<file path="config.mk">
export PLATFORM = sky130hd
export DESIGN_NAME = pb_debounce
export DESIGN_NICKNAME = d
export VERILOG_FILES = /design/src/rtl/pb_debounce.sv
export SDC_FILE = /design/constraint.sdc
export NUM_CORES = 1
export LEC_CHECK = 0
export CAP_MARGIN = 10
export CORE_MARGIN = 4
export CORE_UTILIZATION = 45
export DETAILED_ROUTE_END_ITERATION = 8
export PLACE_DENSITY = 0.58
export SETUP_SLACK_MARGIN = 0.4
export SLEW_MARGIN = 20
export SYNTH_ARGS = -nofsm -noshare
export SYNTH_HDL_FRONTEND = slang
export SYNTH_SLANG_ARGS = --single-unit
</file>
<file path="constraint.sdc">
create_clock -name CLK -period 2.3 [get_ports CLK]
set_input_delay 0.46 -clock CLK [delete_from_list [all_inputs] [get_ports CLK]]
set_output_delay 0.46 -clock CLK [all_outputs]
set_load 0.005 [all_outputs]
</file>
<file path="src/rtl/pb_debounce.sv">
// Push-button debouncer: 2-flop synchronizer, press/release debounce FSM,
// registered press/release/short/long event pulses.
module pb_debounce #(
  parameter int DEBOUNCE_CYCLES = 500000,
  parameter int LONG_CYCLES     = 50000000,
  parameter bit ACTIVE_LOW      = 1'b1
) (
  input  logic CLK,
  input  logic RESET,
  input  logic PB_SW,
  output logic PB_LEVEL,
  output logic PB_PRESS,
  output logic PB_RELEASE,
  output logic PB_SHORT,
  output logic PB_LONG
);

  localparam int DB_W = $clog2(DEBOUNCE_CYCLES + 1);
  localparam int LG_W = $clog2(LONG_CYCLES + 1);
  localparam logic [DB_W-1:0] DB_ONE  = DB_W'(1);
  localparam logic [DB_W-1:0] DB_LAST = DB_W'(DEBOUNCE_CYCLES - 1);
  localparam logic [LG_W-1:0] LG_ONE  = LG_W'(1);
  localparam logic [LG_W-1:0] LG_MAX  = LG_W'(LONG_CYCLES);
  localparam logic [LG_W-1:0] LG_LAST = LG_W'(LONG_CYCLES - 1);
  localparam logic IDLE_RAW = ACTIVE_LOW;

  typedef enum logic [1:0] {
    IDLE,
    PRESS_DB,
    HELD,
    RELEASE_DB
  } state_t;

  state_t state_q, state_d;
  logic [DB_W-1:0] db_cnt_q, db_cnt_d;
  logic [LG_W-1:0] hold_q, hold_d;
  logic long_fired_q, long_fired_d;
  logic sync1_q, sync1_d;
  logic sync2_q, sync2_d;
  logic level_q, level_d;
  logic press_q, press_d;
  logic release_q, release_d;
  logic short_q, short_d;
  logic long_q, long_d;
  logic pressed;

  // Only the second synchronizer stage feeds the FSM, normalized to 1 = pressed
  assign pressed = sync2_q ^ IDLE_RAW;

  always_comb begin
    sync1_d      = PB_SW;
    sync2_d      = sync1_q;
    state_d      = state_q;
    db_cnt_d     = db_cnt_q;
    hold_d       = hold_q;
    long_fired_d = long_fired_q;
    level_d      = level_q;
    press_d      = 1'b0;
    release_d    = 1'b0;
    short_d      = 1'b0;
    long_d       = 1'b0;
    unique case (state_q)
      IDLE: begin
        db_cnt_d = '0;
        if (pressed) begin
          state_d  = PRESS_DB;
          db_cnt_d = DB_ONE;
        end
      end
      PRESS_DB: begin
        if (!pressed) begin
          state_d  = IDLE;
          db_cnt_d = '0;
        end else if (db_cnt_q == DB_LAST) begin
          state_d      = HELD;
          db_cnt_d     = '0;
          hold_d       = '0;
          long_fired_d = 1'b0;
          level_d      = 1'b1;
          press_d      = 1'b1;
        end else begin
          db_cnt_d = db_cnt_q + DB_ONE;
        end
      end
      HELD: begin
        if (!pressed) begin
          state_d  = RELEASE_DB;
          db_cnt_d = DB_ONE;
        end else if (hold_q != LG_MAX) begin
          hold_d = hold_q + LG_ONE;
          if (hold_q == LG_LAST && !long_fired_q) begin
            long_d       = 1'b1;
            long_fired_d = 1'b1;
          end
        end
      end
      RELEASE_DB: begin
        if (pressed) begin
          state_d  = HELD;
          db_cnt_d = '0;
        end else if (db_cnt_q == DB_LAST) begin
          state_d      = IDLE;
          db_cnt_d     = '0;
          level_d      = 1'b0;
          release_d    = 1'b1;
          short_d      = !long_fired_q;
          long_fired_d = 1'b0;
        end else begin
          db_cnt_d = db_cnt_q + DB_ONE;
        end
      end
      default: begin
        state_d  = IDLE;
        db_cnt_d = '0;
      end
    endcase
  end

  always_ff @(posedge CLK or posedge RESET) begin
    if (RESET) begin
      state_q      <= IDLE;
      db_cnt_q     <= '0;
      hold_q       <= '0;
      long_fired_q <= 1'b0;
      sync1_q      <= IDLE_RAW;
      sync2_q      <= IDLE_RAW;
      level_q      <= 1'b0;
      press_q      <= 1'b0;
      release_q    <= 1'b0;
      short_q      <= 1'b0;
      long_q       <= 1'b0;
    end else begin
      state_q      <= state_d;
      db_cnt_q     <= db_cnt_d;
      hold_q       <= hold_d;
      long_fired_q <= long_fired_d;
      sync1_q      <= sync1_d;
      sync2_q      <= sync2_d;
      level_q      <= level_d;
      press_q      <= press_d;
      release_q    <= release_d;
      short_q      <= short_d;
      long_q       <= long_d;
    end
  end

  assign PB_LEVEL   = level_q;
  assign PB_PRESS   = press_q;
  assign PB_RELEASE = release_q;
  assign PB_SHORT   = short_q;
  assign PB_LONG    = long_q;

endmodule

</file>
==> out/qor.yml, run 1 <==
critical_path:
  crit_path_top_delay_cell: "dfrtp_1"
  reg2reg_depth: 8
  cp-end-kind: "flop"
  r2r_slack_ns: 0.31
  start_kind: "flop"
  r2r-end: "hold_q[16]"
  r2r_start: "hold_q[0]"
  critical_path_class: "flop to flop"
  crit_start: "hold_q[0]"
  path_cells: "inv_2 > ha_4 > nor4bb_4 > nand4_1 > o21ai_4 > clkbuf_16 > o311ai_0 > nand2_1"
  cp.arrival_ns: 2.24
  critPathRequiredTime_ns: 2.55
  cp_max_fo: 7
  critical_path.max_stage_delay_ns: 0.44
power:
  switchingPower_uw: 404.2
  leakagePower_nw: 1.641
  seq_power_share: 0.604
  p_per_area_nw_per_um2: 433.7
  internal_power_mw: 1.236
  power_frac_comb: 0.053
  swShare: 0.2464
  power_frac_clock: 0.342
  ir_worst_vdd_mv: 0.2785
synthesis:
  synth-edff-count: 0
  ys_seq_area_frac: 0.4460
  avgSynthCellArea_sq_um: 9.513
  ys.flop_type: "dfrtp_1"
  synth-seq-cells: 55
  async_flop_share: 1.000
  synth_top_area_frac: 0.4290
  yosysWarningCount: 0
  synth_area_sq_um: 3092
  synth.distinct_cells: 50
  yosys.area.top_type: "dfrtp_1"
  netlist_top_cells_count: "dfrtp_1 (53), nand2_1 (45), nand3_1 (25), o211ai_1 (21), or4_1 (21)"
  yosysMostFrequentCell: "dfrtp_1"
  syn_nets: 331
  ys_top_cells_by_area: "dfrtp_1 (43%), nand2_1 (5.5%), o211ai_1 (5.1%), or4_1 (5.1%), nand3_1 (4.0%)"
  syn_inst: 325
route:
  drtIter0Drc: 129
  route.vias.total: 2692
  postRouteAntennaNets: 0
  routed_wl_mm: 7.458
  drt-pass1-iter-count: 5
  avgViaCountPerCell: 6.174
  drc: 0
  wl_per_cell_um: 17.11
clock_network:
  cts.clk_slew.worst_paths_ns: 0.11
  cts-root-buf: "clkbuf_8"
  h-tree-depth: 2
  hold_buffers: 0
  cts_buffers: 5
  clock_sinks: 55
  cts.path.max_buffers: 2
  worst_skew_pair.late_latency_ns: 0.31
  cts_tree: "built"
min_path:
  hold-path-cell-count: 0
  min_from: "sync1_q"
  hold_path.class: "flop to flop"
  holdPathEnd: "sync2_q"
die:
  initial_core_util: 0.4760
  pin_count: 8
  die_h_um: 90.89
  core_sq_um: 6495
  dieWidth_um: 90.89
  dieArea_sq_um: 8261
  rows: 29
sta:
  fin_crit_ns: 1.987
  hold_ws_ns: 0.3658
  clock_skew_ns: 0.009104
  max_freq_mhz: 503.3
  slew_violations: 0
  fin_tns_setup_ns: 0
  finalSetupViolCount: 0
  relSlewSlack: 0.7320
  hold_viol: 0
  rsz0062_at_grt: "yes"
  finalCritPeriodShare: 0.8639
  worst_pin_slew_ns: 0.4005
run:
  cap_violations: 0
global_routing:
  grt_pass1_wl_mm: 11.87
  antenna_found_initial: 0
  grt-ovfl-total: 0
  grt_max_degree: 42
  grtUsageTotal: 0.1724
  grt_pass1_vias: 2458
final_layout:
  drive_gt1_frac: 0.2702
  n_antenna_cell: 0
  synthToLayoutAreaGrowth_pct: 22.34
  layout.nets: 364
placement:
  gp_congestion: 0.8118
  io_buffers: 7
  dp_hpwl_mm: 4.430
status:
  outcome: "completed"
-- worst max path at each step --
stage	cells past startpoint	endpoint	slack, ns
final	8	hold_q[16]	0.31
after floorplan	8	hold_q[10]	0.39
after detailed placement	6	hold_q[16]	0.28
after global placement	6	hold_q[12]	0.33
after global routing	8	hold_q[16]	0.19
after CTS	5	hold_q[25]	0.41
-- stage by stage --
step | setup WS, ns | std cells | area [sq um] | util | total power, mW
global placement | 0.3271 | 394 | 3199 | 0.4926 | 1.071
CTS | 0.4059 | 409 | 3367 | 0.5184 | 1.653
finish | 0.3131 | 436 | 3782 | 0.5824 | 1.640
detailed placement | 0.2847 | 394 | 3199 | 0.4926 | 1.072
global route | 0.1940 | 436 | 3782 | 0.5824 | 1.715
floorplan | 0.3866 | 325 | 3094 | - | 1.051
-- layer usage --
metal	track usage	wire, um
met5	0	0
met4	0.05402	70
met3	0.02333	208
met2	0.2730	3556
met1	0.2446	3622
-- final cells by class --
class                      count  area (sq um)
clock buffer                   5         68.82
tap                           77         96.34
multi-input combinational    243          1720
clock inverter                 3         23.77
sequential                    55          1389
fill                         542          2713
inverter                       5         18.77
timing repair buffer          48         465.4
-- flip-flops by register name (all words and copies together), names as in the netlist, named ones only --
signal,flops
PB_LEVEL,1
state_q,1
PB_RELEASE,1
hold_q,26
PB_PRESS,1
PB_LONG,1
sync1_q,1
sync2_q,1
db_cnt_q,19
long_fired_q,1
PB_SHORT,1
-- power by group through the flow --
stage                     logic [mW]  registers, mW  clock network [mW]
after floorplan               0.0453           1.01                   0
after global placement        0.0583           1.01                   0
after detailed placement      0.0597           1.01                   0
after CTS                     0.0757          0.991               0.586
after global routing          0.0988          0.993               0.623
final                         0.0877          0.991               0.561
-- layout by cell type, fill, tap and decap left out, types with 3 or more instances in the layout --
cell             count
clkbuf_8             5
and3_1               5
a21oi_1              4
nand4_1             11
or4_4                5
and3_2               3
dfrtp_1             45
and2_1               5
a22o_1               3
nand3_1             25
clkdlybuf4s50_1      7
buf_4               32
inv_1                3
nor2b_1              3
nand2_1             41
xnor2_1              7
dfrtp_2              8
or4b_1               3
or4_1               16
nor2_1              17
buf_12               3
xor2_1               4
and4_4               3
buf_6                4
a31oi_1              5
and4_1               5
nor3_1               7
o211ai_1            21
o21ai_0              3
nand2_2              4
nand2b_1             4
-- worst max-delay path: cells and delay by family, from the launching register on --
kind	cells	cell delay (ns)
AOI/OAI and AO/OA	2	0.55
adders and majority gates	1	0.12
buffers and inverters	2	0.33
DFF	1	0.44
and+or+nand+nor	3	0.49
-- logic make-up after synthesis --
family                     after synthesis  synth area share
AOI/OAI and AO/OA                       48            0.1174
xor gates and xnor gates                11           0.03116
adders and majority gates                3           0.01214
buffers and inverters                   27           0.04694
DFF                                     55            0.4460
muxes                                    2          0.006475
and+or+nand+nor                        179            0.3399
-- what timing repair did --
item                                    in CTS  in global routing
setup buffers                                7                 23
resized for setup                            8                 49
endpoints found under the setup margin      36                 42
gates cloned                                 0                  4
pin swaps                                    3                 18
(Power assumes the default switching activity.)
==> run 2: changes to the inputs <==
- ABC_AREA: default -> 1
==> run 2 against run 1 <==
  * Hold slack got worse by 0.0027 ns
  * Highest routed layer unchanged
  * Cell count rose by 53%
  * Via count rose by 23%
  * Sequential power fell by 1%
  * Clock-buffer cell count did not move
  * Clock power fell by 4.8%
  * Cell area rose by 4.6%
  * Global-route usage rose by 1.4 points
  * Critical path depth rose by 1
  * Synthesized cell count rose by 67%
==> out/qor.yml, run 2 <==
synthesis:
  syn_nets: 550  # +66%
  syn_inst: 544  # +67%
  synth-seq-cells: 55  # unchanged
  avgSynthCellArea_sq_um: 6.534  # -31%
  yosys.area.top_type: "dfrtp_1"
  synth_area_sq_um: 3555  # +15%
  yosysWarningCount: 0  # unchanged
  synth.distinct_cells: 29  # -42%
  netlist_top_cells_count: "nand2_1 (202), nor2_1 (107), dfrtp_1 (53), inv_1 (49), nand3_1 (34)"
  ys_top_cells_by_area: "dfrtp_1 (37%), nand2_1 (21%), nor2_1 (11%), inv_1 (5.2%), nand3_1 (4.8%)"
  ys.flop_type: "dfrtp_1"
  ys_seq_area_frac: 0.3879  # -0.05808
  synth-edff-count: 0  # unchanged
  synth_top_area_frac: 0.3731  # -0.05587
  async_flop_share: 1.000  # unchanged
  yosysMostFrequentCell: "nand2_1"
global_routing:
  grt_pass1_vias: 3206  # +30%
  grt_pass1_wl_mm: 14.72  # +24%
  antenna_found_initial: 0  # unchanged
  grt-ovfl-total: 0  # unchanged
  grt_max_degree: 56  # +33%
  grtUsageTotal: 0.1863  # +0.01389
die:
  initial_core_util: 0.4624  # -0.01361
  dieArea_sq_um: 9385  # +14%
  die_h_um: 96.88  # +6.6%
  dieWidth_um: 96.88  # +6.6%
  pin_count: 8  # unchanged
  core_sq_um: 7687  # +18%
  rows: 32  # +10%
sta:
  slew_violations: 0  # unchanged
  fin_crit_ns: 1.771  # -0.2158 ns
  worst_pin_slew_ns: 0.3957  # -0.004806 ns
  relSlewSlack: 0.7356  # +0.003589
  fin_ws_ns: 0.5288  # +0.2158 ns
  hold_viol: 0  # unchanged
  max_freq_mhz: 564.6  # +12%
  rsz0062_at_grt: "no"
  finalSetupViolCount: 0  # unchanged
  clock_skew_ns: 0.01524  # +0.006136 ns
  fin_tns_setup_ns: 0  # unchanged
  finalCritPeriodShare: 0.7701  # -0.09381
final_layout:
  synthToLayoutAreaGrowth_pct: 11.30
  final_common_cell: "nand2_1"
  fin_util: 0.5146  # -0.06771
  top_register: "hold_q"
  n_antenna_cell: 0  # unchanged
  layout.nets: 568  # +56%
  layout_common_cells: "nand2_1 (201), nor2_1 (106), dfrtp_1 (53)"
  largest_registers: "hold_q (26), db_cnt_q (19)"
  fill_cells: 782  # +44%
  drive_gt1_frac: 0.09947  # -0.1707
  design_area_sq_um: 3956  # +4.6%
  largest_reg_flops: 26  # unchanged
route:
  routed_wl_mm: 8.915  # +20%
  wl_per_cell_um: 13.41  # -22%
  route.vias.total: 3317  # +23%
  drc: 0  # unchanged
  avgViaCountPerCell: 4.988  # -19%
  drt-pass1-iter-count: 4  # -1
  postRouteAntennaNets: 0  # unchanged
  drtIter0Drc: 158  # +22%
power:
  power_frac_clock: 0.340  # -0.002
  seq_power_share: 0.623  # +0.019
  switchingPower_uw: 372.0  # -8.0%
  power_frac_comb: 0.036  # -0.017
  p_per_area_nw_per_um2: 396.7  # -8.5%
  swShare: 0.2371  # -0.009374
  fin_total_pwr_mw: 1.569  # -4.3%
  leakagePower_nw: 1.663  # +1.4%
  internal_power_mw: 1.197  # -3.1%
  ir_worst_vdd_mv: 0.2147  # -23%
critical_path:
  path_cells: "ha_2 > nand3_2 > nor2_2 > nand3_2 > o21ai_4 > buf_12 > nand3_4 > nand2_1 > nand2_1"
  cp.arrival_ns: 1.97  # -0.27 ns
  crit_path_top_delay_cell: "dfrtp_1"
  critPathRequiredTime_ns: 2.50  # -0.05 ns
  cp-end-kind: "flop"
  cp_max_fo: 7  # unchanged
  critical_path.max_stage_delay_ns: 0.39  # -0.05 ns
  start_kind: "flop"
  critical_path_class: "flop to flop"
clock_network:
  cts_buffers: 5  # unchanged
  hold_buffers: 0  # unchanged
  worst_skew_pair.late_latency_ns: 0.31  # about the same
  h-tree-depth: 2  # unchanged
  cts-root-buf: "clkbuf_8"
  cts.path.max_buffers: 2  # unchanged
  clock_sinks: 55  # unchanged
  cts_tree: "built"
  cts.clk_slew.worst_paths_ns: 0.10  # about the same
placement:
  placed_cell_area_sq_um: 3740  # +17%
  dp_hpwl_mm: 6.048  # +37%
  io_buffers: 7  # unchanged
  gp_congestion: 0.8901  # +9.6%
  place_ws_ns: 0.4048  # +0.1201 ns
run:
  cap_violations: 0  # unchanged
min_path:
  hold_path.class: "flop to flop"
status:
  outcome: "completed"
-- run 2: cell types whose count changed after synthesis, moves of 9 or more --
| cell | delta |
|---|---|
| nand2_1 | +157 |
| or4_1 | -21 |
| nor2_1 | +89 |
| o211ai_1 | -21 |
| inv_1 | +44 |
| and3_1 | -9 |
| nand3_1 | +9 |
-- run 2: area by class of cell --
| cell class | instances | area [sq um] | area share |
|---|---|---|---|
| Multi-Input combinational cell | 428 | 1993 | 0.5038 |
| Inverter | 57 | 214.0 | 0.05408 |
| Clock buffer | 5 | 68.82 | 0.01739 |
| Timing Repair Buffer | 15 | 158.9 | 0.04016 |
| Clock inverter | 3 | 15.01 | 0.003795 |
| Sequential cell | 55 | 1379 | 0.3485 |
| Tap cell | 102 | 127.6 | 0.03226 |
-- run 2: worst max-delay path, delay by kind of cell (launching register included) --
| kind | cells | cell delay (ns) |
|---|---|---|
| simple gates | 6 | 0.67 |
| fa+ha+maj | 1 | 0.21 |
| compound gates | 1 | 0.24 |
| flops | 1 | 0.39 |
| buf+inv | 1 | 0.15 |
-- run 2: logic make-up (layout without fill, tap and decap cells) --
| logic type | after synthesis | in the layout | share of synthesized area |
|---|---|---|---|
| xor gates and xnor gates | 15 | 15 | 0.03696 |
| DFF | 55 | 55 | 0.3879 |
| buffers and inverters | 65 | 80 | 0.07779 |
| AOI/OAI and AO/OA | 26 | 26 | 0.03977 |
| adders and majority gates | 3 | 3 | 0.01056 |
| and+or+nand+nor | 380 | 384 | 0.4470 |
-- run 2: path summary, 6_finish.rpt --
path,startpoint,to,slack [ns],depth (start not counted)
min in group asynchronous,RESET,PB_LONG,0.52,3
max in group asynchronous,RESET,sync2_q,1.50,3
min,sync1_q,sync2_q,0.36,0
max reg2reg,db_cnt_q[1],hold_q[7],0.53,9
max,db_cnt_q[1],hold_q[7],0.53,9
min reg2reg,sync1_q,sync2_q,0.36,0
-- run 2: stage by stage --
stage          cells  hold slack [ns]
2_1_floorplan    544           0.3452
3_3_place_gp     650           0.3460
3_5_place_dp     650           0.3503
4_1_cts          658           0.3657
5_1_grt          665           0.3734
6_report         665           0.3631
-- run 2: routing by layer --
metal	part of all wire	vias to the layer above	GRT usage
li1	-	1727	-
met1	0.45	1532	0.2306
met2	0.51	45	0.3349
met3	0.020	13	0.02451
met4	0.017	0	0.05724
met5	0	-	0
-- run 2: what timing repair did --
item,4_1_cts,5_1_grt
buffers inserted,0,3
endpoints found under the setup margin,1,37
gates cloned,0,4
gates resized for setup,1,12
pin swaps,0,5
-- run 2: power groups by stage --
stage | Combinational, mW | Clock (mW) | Sequential [mW]
after global placement | 0.0530 | 0 | 0.997
after detailed placement | 0.0534 | 0 | 0.997
after CTS | 0.0534 | 0.567 | 0.978
after global routing | 0.0663 | 0.602 | 0.980
final | 0.0571 | 0.534 | 0.978
after floorplan | 0.0340 | 0 | 0.996
==> run 3: changes to the inputs <==
- clock period: 2.3 -> 1.79 ns (I/O delays scaled with it)
==> run 3 against run 2 <==
  * Utilization increased by 9.0 points
  * Flip-flop and latch count unchanged
  * Sequential power increased by 29%
  * Worst setup slack got worse by 0.45 ns
  * Critical endpoint is now hold_q[14]
==> out/qor.yml, run 3 (synthesis gave the netlist of run 2 again) <==
status:
  outcome: "completed"
sta:
  worst_pin_slew_ns: 0.4029  # +0.007225 ns
  max_freq_mhz: 583.8  # +3.4%
  rsz0062_at_grt: "yes"
  fin_crit_ns: 1.713  # -0.05835 ns
  relSlewSlack: 0.7293  # -0.006257
  clock_skew_ns: 0.01261  # -0.002628 ns
  fin_tns_setup_ns: 0  # unchanged
  finalSetupViolCount: 0  # unchanged
  slew_violations: 0  # unchanged
  hold_viol: 0  # unchanged
  finalCritPeriodShare: 0.9569  # +0.1868
final_layout:
  fill_cells: 758  # -3.1%
  n_antenna_cell: 0  # unchanged
  synthToLayoutAreaGrowth_pct: 30.66
  layout.nets: 621  # +9.3%
  largest_reg_flops: 26  # unchanged
  drive_gt1_frac: 0.2662  # +0.1668
  layout_common_cells: "nand2_1 (181), nor2_1 (92), buf_4 (52)"
  largest_registers: "hold_q (26), db_cnt_q (19)"
  top_register: "hold_q"
  final_common_cell: "nand2_1"
route:
  routed_wl_mm: 9.963  # +12%
  postRouteAntennaNets: 0  # unchanged
  wl_per_cell_um: 13.88  # +3.5%
  drc: 0  # unchanged
  avgViaCountPerCell: 5.036  # +0.97%
  route.vias.total: 3616  # +9.0%
  drt-pass1-iter-count: 4  # unchanged
  drtIter0Drc: 137  # -13%
power:
  seq_power_share: 0.571  # -0.052
  ir_worst_vdd_mv: 0.3084  # +44%
  p_per_area_nw_per_um2: 474.0  # +19%
  swShare: 0.2275  # -0.009517
  switchingPower_uw: 500.9  # +35%
  power_frac_comb: 0.044  # +0.008
  fin_total_pwr_mw: 2.201  # +40%
  power_frac_clock: 0.385  # +0.045
  leakagePower_nw: 2.025  # +22%
  internal_power_mw: 1.700  # +42%
clock_network:
  worst_skew_pair.late_latency_ns: 0.31  # about the same
  cts.path.max_buffers: 2  # unchanged
  cts_tree: "built"
  clock_sinks: 55  # unchanged
  h-tree-depth: 2  # unchanged
  cts.clk_slew.worst_paths_ns: 0.10  # about the same
  cts-root-buf: "clkbuf_8"
  cts_buffers: 5  # unchanged
critical_path:
  cp.arrival_ns: 1.92  # -0.05 ns
  crit_start: "db_cnt_q[12]"
  crit_path_top_delay_cell: "dfrtp_2"
  critical_path_class: "flop to flop"
  r2r_start: "db_cnt_q[12]"
  cp_max_fo: 6  # -1
  cp-end-kind: "flop"
  critical_path.max_stage_delay_ns: 0.46  # +0.07 ns
  start_kind: "flop"
  critPathRequiredTime_ns: 2.00  # -0.50 ns
  path_cells: "nor2_2 > nand2_1 > nor2_2 > nand3_2 > o21ai_2 > nand3_4 > clkbuf_16 > nand2_2 > nand2_1"
die:
  die_h_um: 96.88  # unchanged
  rows: 32  # unchanged
  core_sq_um: 7687  # unchanged
  pin_count: 8  # unchanged
  initial_core_util: 0.4624  # unchanged
  dieArea_sq_um: 9385  # unchanged
  dieWidth_um: 96.88  # unchanged
global_routing:
  grt_max_degree: 56  # unchanged
  grt-ovfl-total: 0  # unchanged
  grt_pass1_wl_mm: 16.64  # +13%
  grtUsageTotal: 0.2130  # +0.02675
  antenna_found_initial: 0  # unchanged
  grt_pass1_vias: 3516  # +9.7%
min_path:
  min_from: "sync1_q"
  hold_path.class: "flop to flop"
run:
  cap_violations: 0  # unchanged
placement:
  io_buffers: 7  # unchanged
  dp_hpwl_mm: 6.524  # +7.9%
  gp_congestion: 0.8889  # -0.13%
## run 3: worst paths after layout
kind	to	slack [ns]	cells after the start
setup / recovery	hold_q[14]	0.08	9
hold / removal	sync2_q	0.36	0
setup reg to reg	hold_q[14]	0.08	9
hold reg to reg	sync2_q	0.36	0
max in group asynchronous	sync1_q	1.01	3
min in group asynchronous	hold_q[12]	0.47	3
## run 3: per-stage QoR
stage            util  std cells  instance area, sq um  setup WS [ns]  hold slack (ns)
3_5_place_dp   0.5186        675                  3986        -0.1667           0.3491
2_1_floorplan       -        544                  3603         0.2951           0.3452
4_1_cts        0.5789        708                  4451         0.1316           0.3652
3_3_place_gp   0.5186        675                  3986        -0.1120           0.3456
5_1_grt        0.6042        718                  4644      -0.006810           0.3715
6_report       0.6042        718                  4644        0.07718           0.3628
## run 3: critical path, delay by kind of cell (launching register included)
| kind | cells | cell delay (ns) |
|---|---|---|
| buf+inv | 1 | 0.21 |
| compound gates | 1 | 0.20 |
| simple gates | 7 | 0.73 |
| flops | 1 | 0.46 |
## run 3: final cells by class
type                    count  area, sq um  share of cell area
multi-input cells         426         2155              0.4639
flip-flops and latches     55         1381              0.2974
repair buffers             70        643.1              0.1385
inverters                  57        225.2             0.04849
well taps                 102        127.6             0.02748
clock buffers               5        68.82             0.01482
clock inverters             3        43.79            0.009429
## run 3: what timing repair did
action | 4_1_cts | 5_1_grt
hold buffers | 0 | 0
pin swaps | 30 | 27
gates cloned | 3 | 1
gates resized for setup | 49 | 34
endpoints found under the setup margin | 58 | 53
buffers inserted | 22 | 9
## run 3: per-layer routing
metal | GRT usage | routed length [um] | up-vias | share of wire
li1 | - | - | 1828 | -
met3 | 0.03244 | 414 | 23 | 0.042
met4 | 0.07451 | 308 | 0 | 0.031
met1 | 0.2484 | 4034 | 1678 | 0.40
met5 | 0 | 0 | - | 0
met2 | 0.3933 | 5206 | 87 | 0.52
## run 3: power by group through the flow
stage | registers (mW) | logic (mW) | clock network, mW
2_1_floorplan | 1.28 | 0.0447 | 0
3_3_place_gp | 1.28 | 0.0714 | 0
3_5_place_dp | 1.28 | 0.0723 | 0
4_1_cts | 1.26 | 0.0926 | 0.870
5_1_grt | 1.26 | 0.109 | 0.926
6_report | 1.26 | 0.0960 | 0.848
==> patch: new RTL, flow settings as in run 1 <==
Set the parameter `ACTIVE_LOW` to 1'b0 (it was 1'b1).
--- a/src/rtl/pb_debounce.sv
+++ b/src/rtl/pb_debounce.sv
@@ -4,5 +4,5 @@
   parameter int DEBOUNCE_CYCLES = 500000,
   parameter int LONG_CYCLES     = 50000000,
-  parameter bit ACTIVE_LOW      = 1'b1
+  parameter bit ACTIVE_LOW      = 1'b0
 ) (
   input  logic CLK,
Function: same outputs for any inputs over 10 cycles, from zero or initial values and one cycle with RESET high; that may be too few to reach the edited logic, so the function may still have changed.
==> patch against run 1 <==
- total power rose by 6.1%
- sequential cell count unchanged
- clock skew increased by 0.0018 ns
- area after synthesis fell by 6.6%
- clock power increased by 24%
- fmax down 6.0%
- sequential share of layout area increased by 0.90 points
- routed wire length decreased by 12%
- critical endpoint is now PB_LEVEL$_DFFE_PP0P_
- design area is 3.3% lower
- non-clock buffer count shrank 5
- setup slack lost 0.13 ns
==> patch: results (changes against run 1) <==
| Metric | Value |
|---|---|
| Crit Path Max Fanout | 4 (-3) |
| Post-CTS resize count | 23 (+15) |
| Seq/Total Area, Yosys | 0.477 (+0.0306) |
| 1st-iter DRT viols | 82 (-36%) |
| Power Dens Cells | 476 nW/um^2 (+9.7%) |
| Mean Syn Cell Area | 9.76 sq um (+2.6%) |
| Via/cell ratio | 5.63 (-8.9%) |
| Fraction of layout cells with a size suffix above 1 | 0.290 (+0.0197) |
| Grt met1 use | 0.252 (+0.00777) |
| Clk pwr share | 0.398 (+0.056) |
| Largest net degree at the start of global routing | 33 (-21%) |
| Outcome | completed |
| Kind of cell adding the most delay to the critical path | simple AND/OR/NAND/NOR gates |
| Static Leak | 1.47 nW (-11%) |
| Setup slack after placement | 0.122 ns (-0.163 ns) |
| Routed Wire Length | 6580 um (-12%) |
| CP max stage cell | or4_4 |
| Avg WL per Cell | 15.9 um (-6.9%) |
| Register-to-Register Setup Slack | 0.19 ns (-0.13 ns) |
| Worst r2r path cells | 5 (-3) |
| R2r startpoint | db_cnt_q[11]$_DFFE_PP0P_ |
| Synth unique cells | 56 (+12%) |
| Routability Congestion | 0.787 (-3.1%) |
| Vias in the first global route | 2314 (-5.9%) |
| Net switching power | 0.382 mW (-5.6%) |
| Endpoint, Worst Hold | pressed$_DFF_PP0_ |
| CP peak stage delay | 0.55 ns (+0.11 ns) |
==> patch: stage by stage <==
stage / utilization / hold WS (ns) / cell area (sq um)
6_report: 0.604 / 0.380 / 3660
5_1_grt: 0.604 / 0.392 / 3660
4_1_cts: 0.572 / 0.382 / 3470
3_5_place_dp: 0.529 / 0.348 / 3200
3_3_place_gp: 0.529 / 0.332 / 3200
2_1_floorplan: - / 0.331 / 2920
==> patch: final cells by class <==
class                   instances  area [sq um]  area share
clock inverters                 2          38.8      0.0106
well taps                      75          93.8      0.0256
flip-flops and latches         55          1380       0.376
multi-input cells             223          1620       0.442
clock buffers                   6          82.6      0.0226
repair buffers                 43           415       0.114
inverters                       9          33.8     0.00923
==> patch: kinds of logic after synthesis <==
family	count (synthesis)	synth area share
fa+ha+maj	3	0.0130
compound gates	44	0.102
flops	55	0.477
simple gates	147	0.282
xor+xnor	25	0.0758
buf+inv	18	0.0364
mux	4	0.0143
